**config.mk**
```make
export PLATFORM = sky130hd
export DESIGN_NAME = nn_layer_sequencer_flat
export DESIGN_NICKNAME = d
export VERILOG_FILES = /design/src/rtl/nn_layer_sequencer_if.sv /design/src/rtl/nn_layer_sequencer.sv /design/src/flat_wrapper.sv
export SDC_FILE = /design/constraint.sdc
export NUM_CORES = 1
export LEC_CHECK = 0
export BUFFER_PORTS_ARGS = -buffer_cell sky130_fd_sc_hd__buf_2
export CAP_MARGIN = 0
export CORE_ASPECT_RATIO = 0.5
export CORE_UTILIZATION = 48
export DETAILED_ROUTE_END_ITERATION = 8
export PLACE_DENSITY_LB_ADDON = 0.15
export SLEW_MARGIN = 40
export SYNTH_ARGS = -nofsm -noshare
export SYNTH_HDL_FRONTEND = slang
export SYNTH_SLANG_ARGS = --single-unit
```
**constraint.sdc**
```tcl
create_clock -name clk_i -period 29.8 [get_ports clk_i]
set_input_delay 1.49 -clock clk_i [delete_from_list [all_inputs] [get_ports clk_i]]
set_output_delay 1.49 -clock clk_i [all_outputs]
set_load 0.01 [all_outputs]
```
**src/rtl/nn_layer_sequencer_if.sv**
```systemverilog
// nn_layer_sequencer_if
//   Bundles the descriptor-config port, the run/status handshake and the
//   matmul-engine control signals of nn_layer_sequencer.
//   slave  : sequencer view (config/run/mm_done in, engine controls + status out)
//   master : host / engine / memory view (the mirror image)
//   Signals:
//     cfg_we, cfg_addr[LW-1:0], cfg_data[45:0]  descriptor write port
//     num_layers[LW:0], run                     run request
//     mm_m/mm_n/mm_k[9:0], mm_start, mm_done    engine control
//     weight_base[15:0], act_rd_bank, act_wr_bank, layer_idx[LW-1:0]
//     busy, done, err                           status
//   NN_SEQ_RELU_EN adds relu_addr[15:0], relu_rd_data[31:0] (signed),
//   relu_wr_data[31:0], relu_we.
interface nn_layer_sequencer_if #(
    parameter int LW = 3
);
    logic              cfg_we;
    logic [LW-1:0]     cfg_addr;
    logic [45:0]       cfg_data;
    logic [LW:0]       num_layers;
    logic              run;
    logic [9:0]        mm_m;
    logic [9:0]        mm_n;
    logic [9:0]        mm_k;
    logic              mm_start;
    logic              mm_done;
    logic [15:0]       weight_base;
    logic              act_rd_bank;
    logic              act_wr_bank;
    logic [LW-1:0]     layer_idx;
    logic              busy;
    logic              done;
    logic              err;
`ifdef NN_SEQ_RELU_EN
    logic [15:0]       relu_addr;
    logic signed [31:0] relu_rd_data;
    logic [31:0]       relu_wr_data;
    logic              relu_we;
`endif

    modport slave (
        input  cfg_we, cfg_addr, cfg_data, num_layers, run, mm_done,
        output mm_m, mm_n, mm_k, mm_start, weight_base, act_rd_bank,
               act_wr_bank, layer_idx, busy, done, err
`ifdef NN_SEQ_RELU_EN
        ,
        input  relu_rd_data,
        output relu_addr, relu_wr_data, relu_we
`endif
    );

    modport master (
        output cfg_we, cfg_addr, cfg_data, num_layers, run, mm_done,
        input  mm_m, mm_n, mm_k, mm_start, weight_base, act_rd_bank,
               act_wr_bank, layer_idx, busy, done, err
`ifdef NN_SEQ_RELU_EN
        ,
        output relu_rd_data,
        input  relu_addr, relu_wr_data, relu_we
`endif
    );
endinterface

```
**src/rtl/nn_layer_sequencer.sv**
```systemverilog
// nn_layer_sequencer
//   Runs up to MAX_LAYERS fully-connected layers on the shared matmul engine.
//   A descriptor table (weight_base, m, n, k per layer) is written over the
//   config port while idle. Each layer: LOAD dims, START pulse, ARM (stale
//   engine done ignored), WAIT for mm_done, optional RELU pass, NEXT.
//   Activation banks ping-pong per executed layer; skipped layers
//   (zero dimension) do not swap banks and set the sticky err flag.
//   Ports:
//     clk_i    rising-edge clock
//     reset_i  asynchronous active-high reset
//     bus      nn_layer_sequencer_if.slave (config, run, engine, status)
//   Optional feature macro: NN_SEQ_RELU_EN (in-place ReLU over the layer's
//   m*n outputs in bank act_wr_bank, via the relu_* interface signals).
module nn_layer_sequencer #(
    parameter int MAX_LAYERS = 8,
    parameter int LW         = 3
) (
    input  logic                 clk_i,
    input  logic                 reset_i,
    nn_layer_sequencer_if.slave  bus
);

`ifdef NN_SEQ_RELU_EN
    typedef enum logic [2:0] {
        S_IDLE, S_LOAD, S_START, S_ARM, S_WAIT, S_NEXT, S_DONE, S_RELU
    } state_t;
`else
    typedef enum logic [2:0] {
        S_IDLE, S_LOAD, S_START, S_ARM, S_WAIT, S_NEXT, S_DONE
    } state_t;
`endif

    state_t          state_q, state_d;
    logic [LW:0]     count_q, count_d;
    logic [LW-1:0]   layer_q, layer_d;
    logic            bank_q, bank_d;
    logic            err_q, err_d;
    logic            skip_q, skip_d;
    logic [9:0]      m_q, m_d, n_q, n_d, k_q, k_d;
    logic [15:0]     wb_q, wb_d;
    logic [45:0]     table_q [MAX_LAYERS];

    logic [45:0]     ent;
    logic            ent_zero;
    logic            run_ok;
    logic            last;
    logic            cfg_wr;

`ifdef NN_SEQ_RELU_EN
    logic [19:0]     cnt_q, cnt_d;
    logic [19:0]     mn;
    assign mn = 20'(m_q) * 20'(n_q);
`endif

    assign ent      = table_q[layer_q];
    assign ent_zero = (ent[29:20] == '0) || (ent[19:10] == '0) || (ent[9:0] == '0);
    assign run_ok   = (bus.num_layers != '0) &&
                      (bus.num_layers <= (LW+1)'(MAX_LAYERS));
    assign last     = ({1'b0, layer_q} == (count_q - (LW+1)'(1)));
    // Table is writable whenever busy is low (IDLE and the DONE cycle).
    assign cfg_wr   = bus.cfg_we && ((state_q == S_IDLE) || (state_q == S_DONE));

    // ---------------- state register ----------------
    always_ff @(posedge clk_i or posedge reset_i) begin
        if (reset_i) state_q <= S_IDLE;
        else         state_q <= state_d;
    end

    // ---------------- next state ----------------
    always_comb begin
        state_d = state_q;
        unique case (state_q)
            S_IDLE:  if (bus.run && run_ok) state_d = S_LOAD;
            S_LOAD:  state_d = ent_zero ? S_NEXT : S_START;
            S_START: state_d = S_ARM;
            S_ARM:   state_d = S_WAIT;
`ifdef NN_SEQ_RELU_EN
            S_WAIT:  if (bus.mm_done) state_d = S_RELU;
            S_RELU:  if (cnt_q == mn) state_d = S_NEXT;
`else
            S_WAIT:  if (bus.mm_done) state_d = S_NEXT;
`endif
            S_NEXT:  state_d = last ? S_DONE : S_LOAD;
            S_DONE:  state_d = S_IDLE;
            default: state_d = S_IDLE;
        endcase
    end

    // ---------------- datapath next values ----------------
    always_comb begin
        count_d = count_q;
        layer_d = layer_q;
        bank_d  = bank_q;
        err_d   = err_q;
        skip_d  = skip_q;
        m_d     = m_q;
        n_d     = n_q;
        k_d     = k_q;
        wb_d    = wb_q;
`ifdef NN_SEQ_RELU_EN
        cnt_d   = cnt_q;
`endif
        unique case (state_q)
            S_IDLE: begin
                if (bus.run) begin
                    if (run_ok) begin
                        count_d = bus.num_layers;
                        layer_d = '0;
                        bank_d  = 1'b0;
                        err_d   = 1'b0;
                    end else begin
                        err_d   = 1'b1;
                    end
                end
            end
            S_LOAD: begin
                wb_d   = ent[45:30];
                m_d    = ent[29:20];
                n_d    = ent[19:10];
                k_d    = ent[9:0];
                skip_d = ent_zero;
                if (ent_zero) err_d = 1'b1;
            end
`ifdef NN_SEQ_RELU_EN
            S_WAIT: cnt_d = '0;
            S_RELU: cnt_d = cnt_q + 20'd1;
`endif
            S_NEXT: begin
                if (!last) begin
                    layer_d = layer_q + LW'(1);
                    // A skipped layer produced no output, so the banks stay put.
                    if (!skip_q) bank_d = ~bank_q;
                end
            end
            default: ;
        endcase
    end

    always_ff @(posedge clk_i or posedge reset_i) begin
        if (reset_i) begin
            count_q <= '0;
            layer_q <= '0;
            bank_q  <= 1'b0;
            err_q   <= 1'b0;
            skip_q  <= 1'b0;
            m_q     <= '0;
            n_q     <= '0;
            k_q     <= '0;
            wb_q    <= '0;
`ifdef NN_SEQ_RELU_EN
            cnt_q   <= '0;
`endif
        end else begin
            count_q <= count_d;
            layer_q <= layer_d;
            bank_q  <= bank_d;
            err_q   <= err_d;
            skip_q  <= skip_d;
            m_q     <= m_d;
            n_q     <= n_d;
            k_q     <= k_d;
            wb_q    <= wb_d;
`ifdef NN_SEQ_RELU_EN
            cnt_q   <= cnt_d;
`endif
        end
    end

    always_ff @(posedge clk_i or posedge reset_i) begin
        if (reset_i) begin
            for (int unsigned i = 0; i < MAX_LAYERS; i++) table_q[i] <= '0;
        end else if (cfg_wr) begin
            table_q[bus.cfg_addr] <= bus.cfg_data;
        end
    end

    // ---------------- outputs ----------------
    always_comb begin
        // Dimensions come straight from the table during LOAD, then from the
        // registered copy so they hold through the layer and after DONE.
        if (state_q == S_LOAD) begin
            bus.mm_m        = ent[29:20];
            bus.mm_n        = ent[19:10];
            bus.mm_k        = ent[9:0];
            bus.weight_base = ent[45:30];
        end else begin
            bus.mm_m        = m_q;
            bus.mm_n        = n_q;
            bus.mm_k        = k_q;
            bus.weight_base = wb_q;
        end
        bus.mm_start    = (state_q == S_START);
        bus.act_rd_bank = bank_q;
        bus.act_wr_bank = ~bank_q;
        bus.layer_idx   = layer_q;
        bus.busy        = (state_q != S_IDLE) && (state_q != S_DONE);
        bus.done        = (state_q == S_DONE);
        bus.err         = err_q;
`ifdef NN_SEQ_RELU_EN
        // relu_addr is the read address; the write in the same cycle targets
        // the address issued one cycle earlier (cnt_q-1). Addresses wrap at
        // 16 bits for m*n above 65536.
        bus.relu_addr    = '0;
        bus.relu_we      = 1'b0;
        bus.relu_wr_data = '0;
        if (state_q == S_RELU) begin
            bus.relu_addr = cnt_q[15:0];
            bus.relu_we   = (cnt_q != '0);
            if (cnt_q != '0)
                bus.relu_wr_data = bus.relu_rd_data[31] ? '0 : bus.relu_rd_data;
        end
`endif
    end

endmodule

```
**src/flat_wrapper.sv**
```systemverilog
// flat-port wrapper written by rule: the top's interface ports become plain ports
module nn_layer_sequencer_flat 
#(
    parameter int MAX_LAYERS = 8,
    parameter int LW         = 3
)
  (clk_i, reset_i, bus_cfg_we, bus_cfg_addr, bus_cfg_data, bus_num_layers, bus_run, bus_mm_done, bus_mm_m, bus_mm_n, bus_mm_k, bus_mm_start, bus_weight_base, bus_act_rd_bank, bus_act_wr_bank, bus_layer_idx, bus_busy, bus_done, bus_err);
  nn_layer_sequencer_if #(.LW(LW)) bus_i ();
  input  logic clk_i;
  input  logic reset_i;
  input wire logic [$bits(bus_i.cfg_we)-1:0] bus_cfg_we;
  input wire logic [$bits(bus_i.cfg_addr)-1:0] bus_cfg_addr;
  input wire logic [$bits(bus_i.cfg_data)-1:0] bus_cfg_data;
  input wire logic [$bits(bus_i.num_layers)-1:0] bus_num_layers;
  input wire logic [$bits(bus_i.run)-1:0] bus_run;
  input wire logic [$bits(bus_i.mm_done)-1:0] bus_mm_done;
  output wire logic [$bits(bus_i.mm_m)-1:0] bus_mm_m;
  output wire logic [$bits(bus_i.mm_n)-1:0] bus_mm_n;
  output wire logic [$bits(bus_i.mm_k)-1:0] bus_mm_k;
  output wire logic [$bits(bus_i.mm_start)-1:0] bus_mm_start;
  output wire logic [$bits(bus_i.weight_base)-1:0] bus_weight_base;
  output wire logic [$bits(bus_i.act_rd_bank)-1:0] bus_act_rd_bank;
  output wire logic [$bits(bus_i.act_wr_bank)-1:0] bus_act_wr_bank;
  output wire logic [$bits(bus_i.layer_idx)-1:0] bus_layer_idx;
  output wire logic [$bits(bus_i.busy)-1:0] bus_busy;
  output wire logic [$bits(bus_i.done)-1:0] bus_done;
  output wire logic [$bits(bus_i.err)-1:0] bus_err;
  assign bus_i.cfg_we = bus_cfg_we;
  assign bus_i.cfg_addr = bus_cfg_addr;
  assign bus_i.cfg_data = bus_cfg_data;
  assign bus_i.num_layers = bus_num_layers;
  assign bus_i.run = bus_run;
  assign bus_i.mm_done = bus_mm_done;
  assign bus_mm_m = bus_i.mm_m;
  assign bus_mm_n = bus_i.mm_n;
  assign bus_mm_k = bus_i.mm_k;
  assign bus_mm_start = bus_i.mm_start;
  assign bus_weight_base = bus_i.weight_base;
  assign bus_act_rd_bank = bus_i.act_rd_bank;
  assign bus_act_wr_bank = bus_i.act_wr_bank;
  assign bus_layer_idx = bus_i.layer_idx;
  assign bus_busy = bus_i.busy;
  assign bus_done = bus_i.done;
  assign bus_err = bus_i.err;
  nn_layer_sequencer #(.MAX_LAYERS(MAX_LAYERS), .LW(LW)) u_core (.clk_i(clk_i), .reset_i(reset_i), .bus(bus_i));
endmodule
```
# [Yosys cells after proc, flatten, opt, wreduce, memory -nomap -nowiden]
# Cells that the tools add are included.
[word_totals] wordCells=91 register_bits=427 in_bits=58 output_inout_bits=55
[classes] n_eq_ne=15 n_mux=28 n_addsub=2 bitwise=3 reduce_logical=21 order_cmp=4
[op_table] operator="368-bit bitwise mux" n=1
[op_table] operator="46-bit binary-select mux with 3-bit select" n=1
[op_table] operator="46-bit demux with 3-bit select" n=1
[op_table] operator="46-bit two-way mux" n=3
[op_table] operator="10-bit zero test" n=3
[op_table] operator="10-bit two-way mux" n=3
[op_table] operator="3-bit two-way mux" n=7
[op_table] operator="3-bit case mux with 6 select lines" n=1
[op_table] operator="16-bit two-way mux" n=1
[op_table] operator="2-bit inequality test, second input constant" n=5
[op_table] operator="3-bit equality test, second input constant" n=3
[op_table] operator="4-bit greater-or-equal comparator, second input constant" n=2
[op_table] operator="3-bit NOT with 4-bit output" n=2
[op_table] operator="1-bit two-way mux" n=7
[op_table] operator="3-bit by 2-bit equality test with 1-bit output, second input constant" n=2
[op_table] operator="3-bit case mux with 2 select lines" n=1
[op_table] operator="3-bit AND reduction" n=2
[op_table] operator="1-bit logical AND" n=5
[op_table] operator="5-bit AND reduction" n=1
[op_table] operator="3-bit by 4-bit equality test with 1-bit output" n=1
[op_table] operator="4-bit <= comparator, second input constant" n=1
[op_table] operator="4-bit by 1-bit < comparator with 1-bit output, second input constant" n=1
[op_table] operator="2-bit by 1-bit inequality test with 1-bit output, second input constant" n=2
[op_table] operator="1-bit case mux with 2 select lines" n=2
[op_table] operator="12 further kinds" n=15

# [Depth between registers and ports, before layout]
[logic_depth] word_depth=9 ltp_mapped=9

# [Worst setup path before layout]
# No wires, ideal clock.
[synth_path] path_kind="reg-to-output" start="register u_core.layer_q[0], in the netlist u_core.bus.layer_idx[0]" end="output port bus_weight_base[10]" arrival_time_ps=2139 slack_ps=26171 n_path_buf=4 path_stages_with_launch=8 cell_sequence="dfrtp_1 > buf_6 > buf_2 > buf_2 > buf_2 > mux4_2 > mux2i_1 > a21oi_1"
[synth_via] elab_chain_len=5
[synth_rtl] item="from (decl)" line_no="nn_layer_sequencer.sv:35" source="logic [LW-1:0] layer_q, layer_d;"
[synth_rtl] item="from (signal assigned)" line_no="nn_layer_sequencer.sv:155" source="layer_q <= layer_d;"
[synth_rtl] item="3-bit NOT with 4-bit output (implied by the code)" line_no="nn_layer_sequencer.sv:55" source="assign ent = table_q[layer_q];"
[synth_rtl] item="46-bit binary-select mux with 3-bit select" line_no="nn_layer_sequencer.sv:55"
[synth_rtl] item="46-bit two-way mux (implied by the code) (2 in series)" line_no="nn_layer_sequencer.sv:55"
[synth_rtl] item="16-bit two-way mux" line_no="nn_layer_sequencer.sv:181" source="if (state_q == S_LOAD) begin"
[synth_rtl] item="to (decl)" line_no="flat_wrapper.sv:21" source="output wire logic [$bits(bus_i.weight_base)-1:0] bus_weight_base;"
# No other way between the ends. The select of a mux whose other input is x is not followed.

# [Worst setup path after layout]
[layout_path] start="register u_core.layer_q[0], in the netlist u_core.bus.layer_idx[0]" end="output port bus_mm_n[1]"
[layout_via] elab_chain_len=5
[layout_rtl] item="3-bit NOT with 4-bit output (implied by the code)" line_no="nn_layer_sequencer.sv:55"
[layout_rtl] item="46-bit binary-select mux with 3-bit select" line_no="nn_layer_sequencer.sv:55"
[layout_rtl] item="46-bit two-way mux (implied by the code) (2 in series)" line_no="nn_layer_sequencer.sv:55"
[layout_rtl] item="10-bit two-way mux" line_no="nn_layer_sequencer.sv:181"
[layout_rtl] item="to (decl)" line_no="flat_wrapper.sv:18" source="output wire logic [$bits(bus_i.mm_n)-1:0] bus_mm_n;"
# No other way between the ends. The select of a mux whose other input is x is not followed.

==> run summary <==
Outcome: complete, no violations
Post-synth top flop: dfrtp_1
CP peak stage delay: 830 ps
Layout cells sized above 1: 50.33%
Leakage: 0.009365 uW
Max-cap viol count: 0
Clk_lat worst skew: 550 ps
Wire per inst: 22.54 um
Count leader, synth: dfrtp_1
CP cell instances: buf_6 > mux4_2 > mux2i_1 > a21oi_1 > buf_2
Peak supply drop: 50.83 uV
Flop-to-flop setup slack: 26,070 ps
Clock Skews: 23.66 ps
# diodes: 0
Root buffer cell: clkbuf_16
Grt total ovfl: 0
Post-layout util: 55.73%
Syn nets: 1,288
Largest net degree at the start of global routing: 158
HPWL after DPL: 23.96 mm
WL final: 42.08 mm
Pre-antenna DRT Iters: 4
Detail Route Antenna Nets: 0
Initial core utilization: 49.57%
Adder-cell share of the synthesized area: 0.1325%
Async S/R FF share, synth: 100.0%
Slowest library cell on the worst path: dfrtp_4
Simple logic cell fraction of the synthesized area: 2.868%
Tcrit/Tclk final: 16.01%
Clock Path Buffers: 3
FF+latch count, synth: 427
Cell type with the largest total area after synthesis: dfrtp_1
Initial antenna violation count: 1
Vias in the first global route: 11,680
Routed vias/inst: 5.753
Die width: 282.5 um
Sum Neg Setup Slack: 0 ps
Hold WS: 486.8 ps
Die height: 142.3 um
Yosys top cell area share: 56.58%
Crit. End Element: output pin
Final Total Pwr: 2268 uW
Tot GR Track Use: 22.07%
Max FO, Critical Path: 50
Maximum clock frequency: 209.6 MHz
Die area: 0.04019 mm2
Placed cells: 1,800
Synth top cells by count: dfrtp_1, mux2_2, mux4_2, nor2_1, buf_2
Clk sink count: 427
Mux share of post-synthesis cell area: 34.83%
YS warnings: 0
IO Pins: 113
Residual DRC count: 0
Final Critical Period: 4771 ps
First-pass GRT wire length: 67.46 mm
Initial DRC count: 675
Post-route insts no fill: 1,867
Area delta synth->final: 12.41%
Synthesized area: 0.01889 mm2
Synth Area in XOR/XNOR: 0.2319%
TritonCTS buffer count: 39
Slew margin rel.: 49.71%
Average cell area after synthesis: 15.38 um2
Top post-synthesis cells by area: dfrtp_1, mux2_2, mux4_2
CTS tree: yes
H-tree depth: 2
Core Region: 0.03810 mm2
Input/output buffers: 112
Max-slew violation count: 0
Synth unique cells: 47
CTS Hold Buffers Added: 0
CP required: 28,310 ps
Routed vias: 10,740
Final setup viols: 0
Row count: 50
Syn Inst Count: 1,228
Pwr Density: 106.8 mW/mm2
Compound-cell area share of the yosys netlist: 2.928%
Post-CTS Setup Repair Bufs: 0
Clk pin slew, worst setup/hold paths: 60 ps
Final net count: 1,382
Gpl congestion: 0.7757
RSZ-0062 raised after global routing: false
Sequential share of the synthesized area: 56.58%
Hold Vio Cnt, Final: 0
EDFF count, synth: 0
Worst-margin pin slew: 754.4 ps
# resized after CTS: 0
Largest family of logic cells by synthesized area: multiplexers
Critical path arrival: 3280 ps
Critical path type: reg2out
Startpoint Class: flip-flop
Hold Path Class: reg2reg
path summary, 6_finish.rpt:
check,start,end,cells after the start
max in group asynchronous,reset_i,u_core.table_q[322]$_DFFE_PP0P_,7
worst min-delay path,u_core.k_q[2]$_DFF_PP0_,u_core.k_q[2]$_DFF_PP0_,2
worst min register to register,u_core.k_q[2]$_DFF_PP0_,u_core.k_q[2]$_DFF_PP0_,2
worst max register to register,u_core.bus.layer_idx[0]$_DFFE_PP0P_,u_core.state_q[1]$_DFFE_PP0P_,7
worst max-delay path,u_core.bus.layer_idx[0]$_DFFE_PP0P_,bus_mm_n[1],5
min in group asynchronous,reset_i,u_core.table_q[268]$_DFFE_PP0P_,2
cell usage in the layout (no fill, tap or decap), drive strengths merged, types with 2 or more instances in the layout:
master and count:
or3 3, bufinv 3, ha 2, clkbuf 59, nor2 50, and3 3, dfrtp 427, nor2b 4
nor3 4, nand3b 5, a21boi 3, inv 6, or2 2, buf 133, mux2 393, o22a 2
mux2i 35, nand3 3, o22ai 18, nand2 21, xnor2 4, clkinv 5, nor4 3, o21ai 6
nand4 3, mux4 80, nor3b 5, a21oi 40, o31ai 13, nand2b 2
worst max-delay path, delay by kind of cell (launching register included):
family	cells	cell delay, ps
compound gates	1	230
flops	1	830
buf+inv	2	780
mux	2	850
final cells by class:
type                    count  area (um2)
multi-input cells         714        7764
flip-flops and latches    427       10690
fillers                  2996       16870
clock inverters             7       110.1
inverters                   7       38.79
repair buffers            133       800.8
well taps                 520       650.6
clock buffers              59        1174
where the power goes:
| group | internal, uW | switching, uW |
|---|---|---|
| Clock | 297 | 212 |
| Combinational | 424 | 337 |
| Sequential | 853 | 144 |
| Total | 1570 | 694 |
flip-flops by register name (all words and copies together) (netlist names):
| name | cells |
|---|---|
| u_core.wb_q | 16 |
| u_core.state_q | 3 |
| u_core.count_q | 4 |
| u_core.bus.act_rd_bank | 1 |
| u_core.k_q | 10 |
| u_core.skip_q | 1 |
| u_core.n_q | 10 |
| u_core.table_q | 368 |
| u_core.bus.err | 1 |
| u_core.bus.layer_idx | 3 |
| u_core.m_q | 10 |
through the flow:
step	setup slack [ps]	area (um2)
detailed placement	25280	19900
finish	25030	21230
global placement	24990	19860
global route	24760	21230
CTS	24680	21180
floorplan	16420	18890
cells by family after synthesis:
| family | after synthesis |
|---|---|
| flip-flops | 427 |
| AND/OR/NAND/NOR | 109 |
| AO/OA/AOI/OAI | 90 |
| buffers and inverters | 87 |
| XOR/XNOR | 5 |
| adder cells (fa/ha/maj) | 2 |
| multiplexers | 508 |
per-layer routing:
metal	vias to the layer above	track usage, %	wire [um]
met2	162	36.39	20580
met5	-	0	13
li1	4734	-	-
met3	59	3.726	1499
met1	5784	30.46	19190
met4	2	5.974	786
Note: power is estimated with default switching activity, not from simulation.
